**src/rtl/bcd_step_counter_if.sv**
```systemverilog
// Control and result bundle for the single-digit BCD step counter.
// The master side drives the count controls; the slave side is the counter.
interface bcd_step_counter_if;
  logic       en;
  logic       up;
  logic       load;
  logic [3:0] load_val;
  logic       clr;
  logic [3:0] bcd;
  logic       carry;
  logic       borrow;
  logic       load_err;

  modport master (
    output en, up, load, load_val, clr,
    input  bcd, carry, borrow, load_err
  );

  modport slave (
    input  en, up, load, load_val, clr,
    output bcd, carry, borrow, load_err
  );
endinterface

```
**src/rtl/bcd_step_counter.sv**
```systemverilog
// Single-digit BCD up/down counter with prescaler, synchronous load/clear and
// a sticky error state entered on attempted loads of non-BCD values.
// The digit on bcd is always 0-9 so the downstream Gray converter stays valid.
module bcd_step_counter #(
  parameter int TICK_DIV = 1,
  parameter bit WRAP     = 1'b1
) (
  input  logic                clk,
  input  logic                rst_n,
  bcd_step_counter_if.slave   bus
);

  typedef enum logic {RUN, ERR} state_t;

  localparam logic [3:0] PRESC_LAST = 4'(TICK_DIV - 1);

  state_t     state, next_state;
  logic [3:0] bcd_q, next_bcd;
  logic [3:0] presc, next_presc;
  logic       carry_q, next_carry;
  logic       borrow_q, next_borrow;
  logic       bad_load;
  logic       step;

  assign bad_load = bus.load_val > 4'd9;

  // Register all state; reset returns to RUN with a zero digit and no pulses.
  always_ff @(posedge clk) begin
    if (!rst_n) begin
      state    <= RUN;
      bcd_q    <= 4'd0;
      presc    <= 4'd0;
      carry_q  <= 1'b0;
      borrow_q <= 1'b0;
    end else begin
      state    <= next_state;
      bcd_q    <= next_bcd;
      presc    <= next_presc;
      carry_q  <= next_carry;
      borrow_q <= next_borrow;
    end
  end

  // Next-state logic with priority clear, then load, then prescaled count step.
  always_comb begin
    next_state  = state;
    next_bcd    = bcd_q;
    next_presc  = presc;
    next_carry  = 1'b0;
    next_borrow = 1'b0;
    step        = 1'b0;

    if (bus.clr) begin
      next_state = RUN;
      next_bcd   = 4'd0;
      next_presc = 4'd0;
    end else if (bus.load) begin
      if (bad_load) begin
        next_state = ERR;
      end else if (state == RUN) begin
        next_bcd   = bus.load_val;
        next_presc = 4'd0;
      end
    end else if (state == RUN && bus.en) begin
      if (presc == PRESC_LAST) begin
        next_presc = 4'd0;
        step       = 1'b1;
      end else begin
        next_presc = presc + 4'd1;
      end
    end

    if (step) begin
      if (bus.up) begin
        if (bcd_q >= 4'd9) begin
          if (WRAP) begin
            next_bcd   = 4'd0;
            next_carry = 1'b1;
          end else begin
            next_bcd = 4'd9;
          end
        end else begin
          next_bcd = bcd_q + 4'd1;
        end
      end else begin
        if (bcd_q == 4'd0) begin
          if (WRAP) begin
            next_bcd    = 4'd9;
            next_borrow = 1'b1;
          end else begin
            next_bcd = 4'd0;
          end
        end else begin
          next_bcd = bcd_q - 4'd1;
        end
      end
    end
  end

  assign bus.bcd      = bcd_q;
  assign bus.carry    = carry_q;
  assign bus.borrow   = borrow_q;
  assign bus.load_err = (state == ERR);

endmodule

```
**src/flat_wrapper.sv**
```systemverilog
// flat-port wrapper written by rule: the top's interface ports become plain ports
module bcd_step_counter_flat 
#(
  parameter int TICK_DIV = 1,
  parameter bit WRAP     = 1'b1
)
  (clk, rst_n, bus_en, bus_up, bus_load, bus_load_val, bus_clr, bus_bcd, bus_carry, bus_borrow, bus_load_err);
  bcd_step_counter_if bus_i ();
  input  logic clk;
  input  logic rst_n;
  input wire logic [$bits(bus_i.en)-1:0] bus_en;
  input wire logic [$bits(bus_i.up)-1:0] bus_up;
  input wire logic [$bits(bus_i.load)-1:0] bus_load;
  input wire logic [$bits(bus_i.load_val)-1:0] bus_load_val;
  input wire logic [$bits(bus_i.clr)-1:0] bus_clr;
  output wire logic [$bits(bus_i.bcd)-1:0] bus_bcd;
  output wire logic [$bits(bus_i.carry)-1:0] bus_carry;
  output wire logic [$bits(bus_i.borrow)-1:0] bus_borrow;
  output wire logic [$bits(bus_i.load_err)-1:0] bus_load_err;
  assign bus_i.en = bus_en;
  assign bus_i.up = bus_up;
  assign bus_i.load = bus_load;
  assign bus_i.load_val = bus_load_val;
  assign bus_i.clr = bus_clr;
  assign bus_bcd = bus_i.bcd;
  assign bus_carry = bus_i.carry;
  assign bus_borrow = bus_i.borrow;
  assign bus_load_err = bus_i.load_err;
  bcd_step_counter #(.TICK_DIV(TICK_DIV), .WRAP(WRAP)) u_core (.clk(clk), .rst_n(rst_n), .bus(bus_i));
endmodule
```
**config.mk**
```make
export PLATFORM = sky130hd
export DESIGN_NAME = bcd_step_counter_flat
export DESIGN_NICKNAME = d
export VERILOG_FILES = /design/src/rtl/bcd_step_counter_if.sv /design/src/rtl/bcd_step_counter.sv /design/src/flat_wrapper.sv
export SDC_FILE = /design/constraint.sdc
export NUM_CORES = 1
export LEC_CHECK = 0
export ABC_AREA = 0
export CORE_MARGIN = 3
export CORE_UTILIZATION = 48
export CTS_CLUSTER_DIAMETER = 40
export DETAILED_ROUTE_END_ITERATION = 7
export PLACE_DENSITY = 0.77
export SETUP_SLACK_MARGIN = 0.1
export SYNTH_ARGS = -nofsm -noshare
export SYNTH_HDL_FRONTEND = slang
export SYNTH_SLANG_ARGS = --single-unit
```
**constraint.sdc**
```tcl
create_clock -name clk -period 1.9 [get_ports clk]
set_clock_uncertainty 0.15 [all_clocks]
set_input_delay 0.475 -clock clk [delete_from_list [all_inputs] [get_ports clk]]
set_output_delay 0.475 -clock clk [all_outputs]
set_load 0.05 [all_outputs]
```
### After elaboration in Yosys (flattened, before gate mapping)

Cells that the tools add are included.

| storage, ports and cells | value |
|---|---|
| memory bits (read-only) | 0 |
| bits of input ports | 10 |
| bits in latches | 0 |
| memories | 0 |
| logic and storage cells | 47 |
| bits in registers | 11 |
| memory bits (writable) | 0 |

| cells by class | value |
|---|---|
| reductions and logical operators | 11 |
| order comparisons | 2 |
| equality and inequality tests | 4 |
| shift-type cells | 0 |
| divide/modulo/power cells | 0 |
| $mul | 0 |
| add/sub/neg operators | 3 |
| bitwise gates (word level) | 3 |
| mux-type cells | 19 |

Operators with widths:

| operator | count |
|---|---|
| $mux W4 | 13 |
| $reduce_and A3 Y1 | 3 |
| $add A4 B1 Y4 const B | 2 |
| $logic_not A4 Y1 | 2 |
| $mux W1 | 6 |
| $ne A3 B3 Y1 const B | 2 |
| $ge A4 B4 Y1 const B | 1 |
| $gt A4 B4 Y1 const B | 1 |
| $ne A2 B2 Y1 const B | 2 |
| $sub A4 B1 Y4 const B | 1 |
| $not A1 Y1 | 3 |
| $reduce_bool A3 Y1 | 1 |
| $reduce_or A3 Y1 | 1 |
| $reduce_and A2 Y1 | 1 |
| $reduce_bool A2 Y1 | 1 |
| $reduce_or A2 Y1 | 1 |
| $logic_and A1 B1 Y1 | 1 |

### Logic depth before layout (Yosys ltp)

| depth | value |
|---|---|
| word-level depth | 7 |
| depth in mapped cells | 6 |
| mapped depth without buffers | 6 |

### Least setup slack after synthesis

No wires, ideal clock.

| path | value |
|---|---|
| path kind | reg2reg |
| start point | register u_core.bcd_q[1], in the netlist u_core.bus.bcd[1] |
| end point | register u_core.bcd_q[0], in the netlist u_core.bus.bcd[0] |
| buffers on the path | 0 |
| cell stages (with the launch flop) | 7 |
| setup time | 0.066 ns |
| path slack | -0.175 ns |
| period minus slack after synthesis | 2.075 ns |
| data required time | 1.684 ns |
| arrival time | 1.859 ns |
| path through | dfxtp_1 > inv_1 > ha_1 > or3b_2 > a21oi_1 > o32ai_2 > nor2_1 |

| between the ends | value |
|---|---|
| cells in the longest elaborated chain, start to end | 4 |
| elaborated cells on any way between the ends | 6 |
| classes of those cells | 1 x order compare; 4 x mux; 1 x reduce/logical |

RTL lines:

| what | RTL line | RTL |
|---|---|---|
| start, declared | bcd_step_counter.sv:18 | `logic [3:0] bcd_q, next_bcd;` |
| start signal, assigned | bcd_step_counter.sv:37 | `bcd_q <= next_bcd;` |
| $ge A4 B4 Y1 / $logic_not A4 Y1 (equally long branches) | bcd_step_counter.sv:75, bcd_step_counter.sv:86 |  |
| $mux W4, on equally long branches | bcd_step_counter.sv:75, bcd_step_counter.sv:86 |  |
| $mux W4 * | bcd_step_counter.sv:74 | `if (bus.up) begin` |
| $mux W4 * | bcd_step_counter.sv:73 | `if (step) begin` |

Mark *: on every way between the ends. The rest lies on a longest branch, timed or not.
A chain may end at the register's enable or synchronous reset.

### Final worst setup path

| path | value |
|---|---|
| start point | input port bus_load_val[2] |
| end point | register u_core.presc[2] |

| between the ends | value |
|---|---|
| cells in the longest elaborated chain, start to end | 3 |

RTL lines:

| what | RTL line | RTL |
|---|---|---|
| start, declared | flat_wrapper.sv:14 | `input wire logic [$bits(bus_i.load_val)-1:0] bus_load_val;` |
| $gt A4 B4 Y1 | bcd_step_counter.sv:25 | `assign bad_load = bus.load_val > 4'd9;` |
| $ne A2 B2 Y1 (no source line) | n/a |  |
| $reduce_and A3 Y1 (no source line) | n/a |  |
| end signal, assigned | bcd_step_counter.sv:38 | `presc <= next_presc;` |
| end, declared | bcd_step_counter.sv:19 | `logic [3:0] presc, next_presc;` |

Every way passes these cells.

==> results.md <==
- Outcome: completed
- CTS tree: yes
- Simple-gate portion of the synthesized area: around 30%
- Crit path kind: primary input to register
- Post-synthesis mux area share: 2.62%
- Synthesized flop and latch total: 11
- Critical path data arrival time: between 1.5 and 2 ns
- Die W: around 46 µm
- Vias in the first global route: 712
- DP Worst Slack: -0.396 ns
- Final setup vio count: 0
- Final Wtd Congestion: 0.765
- Synth Net Count: about 100
- Drt first pass iters: 4
- Max VDD drop: a little over 0.4 mV
- Post-synth EDFFs: 0
- Post-synthesis compound-gate area fraction: about 22%
- DP HPWL: 1430 µm
- Synth Instances: 88
- Largest net degree at the start of global routing: 12
- Crit path max fanout: 4
- N_diodes: 0
- Area Growth Syn to Fin: 46.2%
- Mapped Area: roughly 760 µm²
- WL final: roughly 1800 µm
- Yosys top cell area share: 28.9%
- Top_reg_cell synth: dfxtp_1
- Max Fclk: about 550 MHz
- IO Pins: 17
- Slew Limit Fails: 0
- Ratio of final minimum period to clock period: between 90% and 100%
- GR Util All Layers: around a fifth
- Post-route DRC: 0
- Post-synthesis xor/xnor area fraction: approximately 3.4%
- Routed Antenna Nets: 0
- Total global routing overflow: 0
- Area leader, netlist: dfxtp_1
- Clock root buffer: clkbuf_4
- Post-Synth Adder-Cell Area: under 10%
- Critical path launch point type: primary input
- Initial Utilization: 54.6%
- Clock Path Buffers: 2
- H-tree depth: 1
- Final Hold Vio Count: 0
- Critical Path RT: 1.91 ns
- First-pass GRT wire length: 2950 µm
- Setup crit end kind: register
- Leakage: between 0.4 and 0.5 nW
- Die Y: around 46 µm
- Synth Warn #: 0
- Library cells used by synthesis: 36
- PwrDens: approximately 550 nW/µm²
- MaxCap Viol Count: 0
- DR vias: between 700 and 800
- Total CTS buffers: 3
- CTS Sinks: 11
- Die ar.: 2100 µm²
- Max_slew headroom: around 75%
- Share of cells above drive strength 1: between 30% and 40%
- Initial antenna violation count: 0
- Initial DRC Count: 23
- Post-route total power: between 0.0006 and 0.0007 W
- Core Area: approximately 1400 µm²
- Final net count: approximately 130
- Num rows: 13
- Syn avg cell area: 8.67 µm²
- Worst-path clk slew: 0.07 ns
- Final setup margin: just over 0.09 ns
- FFs w/ async S/R, synth: 0%
- Port Buffers: 16
- Main combinational cell family by area after synthesis: simple AND/OR/NAND/NOR gates
- Worst slew pin tran: 0.372 ns
- RSZ-0062 raised after global routing: true
- Post-synthesis sequential area ratio: about 29%
- CTS Hold Buffers Added: 0
- Worst Hold Class: register to register
- Via density per instance: about 6
- Min Tclk post-route: approximately 1.8 ns
- Synth top area cells: dfxtp_1, ha_1, nor3_1
- Wire per inst: ~13 µm
- Clk_lat worst skew: roughly 0.27 ns
## where the power goes
group          internal [W]  switching [W]  total (W)
Sequential         0.000238      0.0000151   0.000253
Combinational      0.000107      0.0000946   0.000202
Clock             0.0000780      0.0000773   0.000155
Total              0.000423       0.000187   0.000610
## sequential cells by signal (all words and copies together), names as in the netlist
name / cells
u_core.bus.bcd: 4
u_core.bus.carry: 1
u_core.presc: 4
u_core.bus.load_err: 1
u_core.bus.borrow: 1
## final cells by class
type	count	area [µm²]
multi-input cells	67	529
repair buffers	27	287
fillers	96	283
flip-flops and latches	11	228
inverters	7	26.3
clock buffers	3	22.5
well taps	15	18.8
clock inverters	1	5.00
## routing by layer
| metal | part of all wire (%) | GRT usage [%] |
|---|---|---|
| met1 | 47 | 25.8 |
| met2 | 43 | 29.4 |
| met3 | 9.2 | 7.51 |
| met4 | 0 | 2.84 |
| met5 | 0 | 0 |
## critical path, cell delays in order
cell             delay, ns
clkdlybuf4s50_1       0.44
o211a_1               0.29
nor4b_1               0.39
xnor2_1               0.17
nor3_1                0.06
## path summary, 6_finish.rpt
kind	startpoint	end	slack, ns	cells after the start
setup reg to reg	u_core.bus.load_err	u_core.bus.bcd[0]	0.15	4
hold reg to reg	u_core.bus.load_err	u_core.bus.load_err	0.40	2
setup / recovery	bus_load_val[2]	u_core.presc[2]	0.09	5
hold / removal	u_core.bus.load_err	u_core.bus.load_err	0.40	2
## Yosys cell counts, types with 2 or more instances
cell / count
a21oi_1: 5
a31oi_1: 2
clkbuf_1: 3
dfxtp_1: 11
ha_1: 5
inv_1: 7
mux2i_1: 2
nand2b_1: 3
nand3_1: 3
nor2_1: 8
nor2b_1: 3
nor3_1: 6
nor4_1: 3
o21ai_0: 2
o221ai_1: 2
xnor2_1: 3
## stage by stage
step / TNS [ns] / instances / area (µm²) / hold WS [ns] / util [%]
after global placement: -2.47 / 127 / 1060 / 0.385 / 76.0
after CTS: 0 / 131 / 1110 / 0.399 / 79.2
after detailed placement: -2.61 / 127 / 1060 / 0.388 / 76.0
final: 0 / 131 / 1120 / 0.398 / 79.8
after global routing: 0 / 131 / 1120 / 0.437 / 79.8
after floorplan: 0 / 88 / 768 / 0.360 / -
## what timing repair did
action                     4_1_cts  5_1_grt
pin swaps                        3        1
cloned                           0        0
setup buffers                    0        0
setup endpoints to repair        9        7
resized for setup                5        3
## logic make-up after synthesis
kind of cell,after synthesis
flip-flops,11
AO/OA/AOI/OAI,21
buffers and inverters,10
XOR/XNOR,3
multiplexers,2
AND/OR/NAND/NOR,36
adder cells (fa/ha/maj),5
## cell usage in the layout, fill, tap and decap left out, drive strengths merged, types with 2 or more instances in the layout
cell type,count
a21oi,5
a31oi,2
buf,18
clkbuf,3
clkdlybuf4s50,8
dfxtp,11
ha,5
inv,7
mux2i,2
nand2b,3
nand3,3
nor2,9
nor2b,3
nor3,6
nor4,4
o21ai,2
o221ai,2
or2,2
xnor2,3
(Power assumes the default switching activity.)
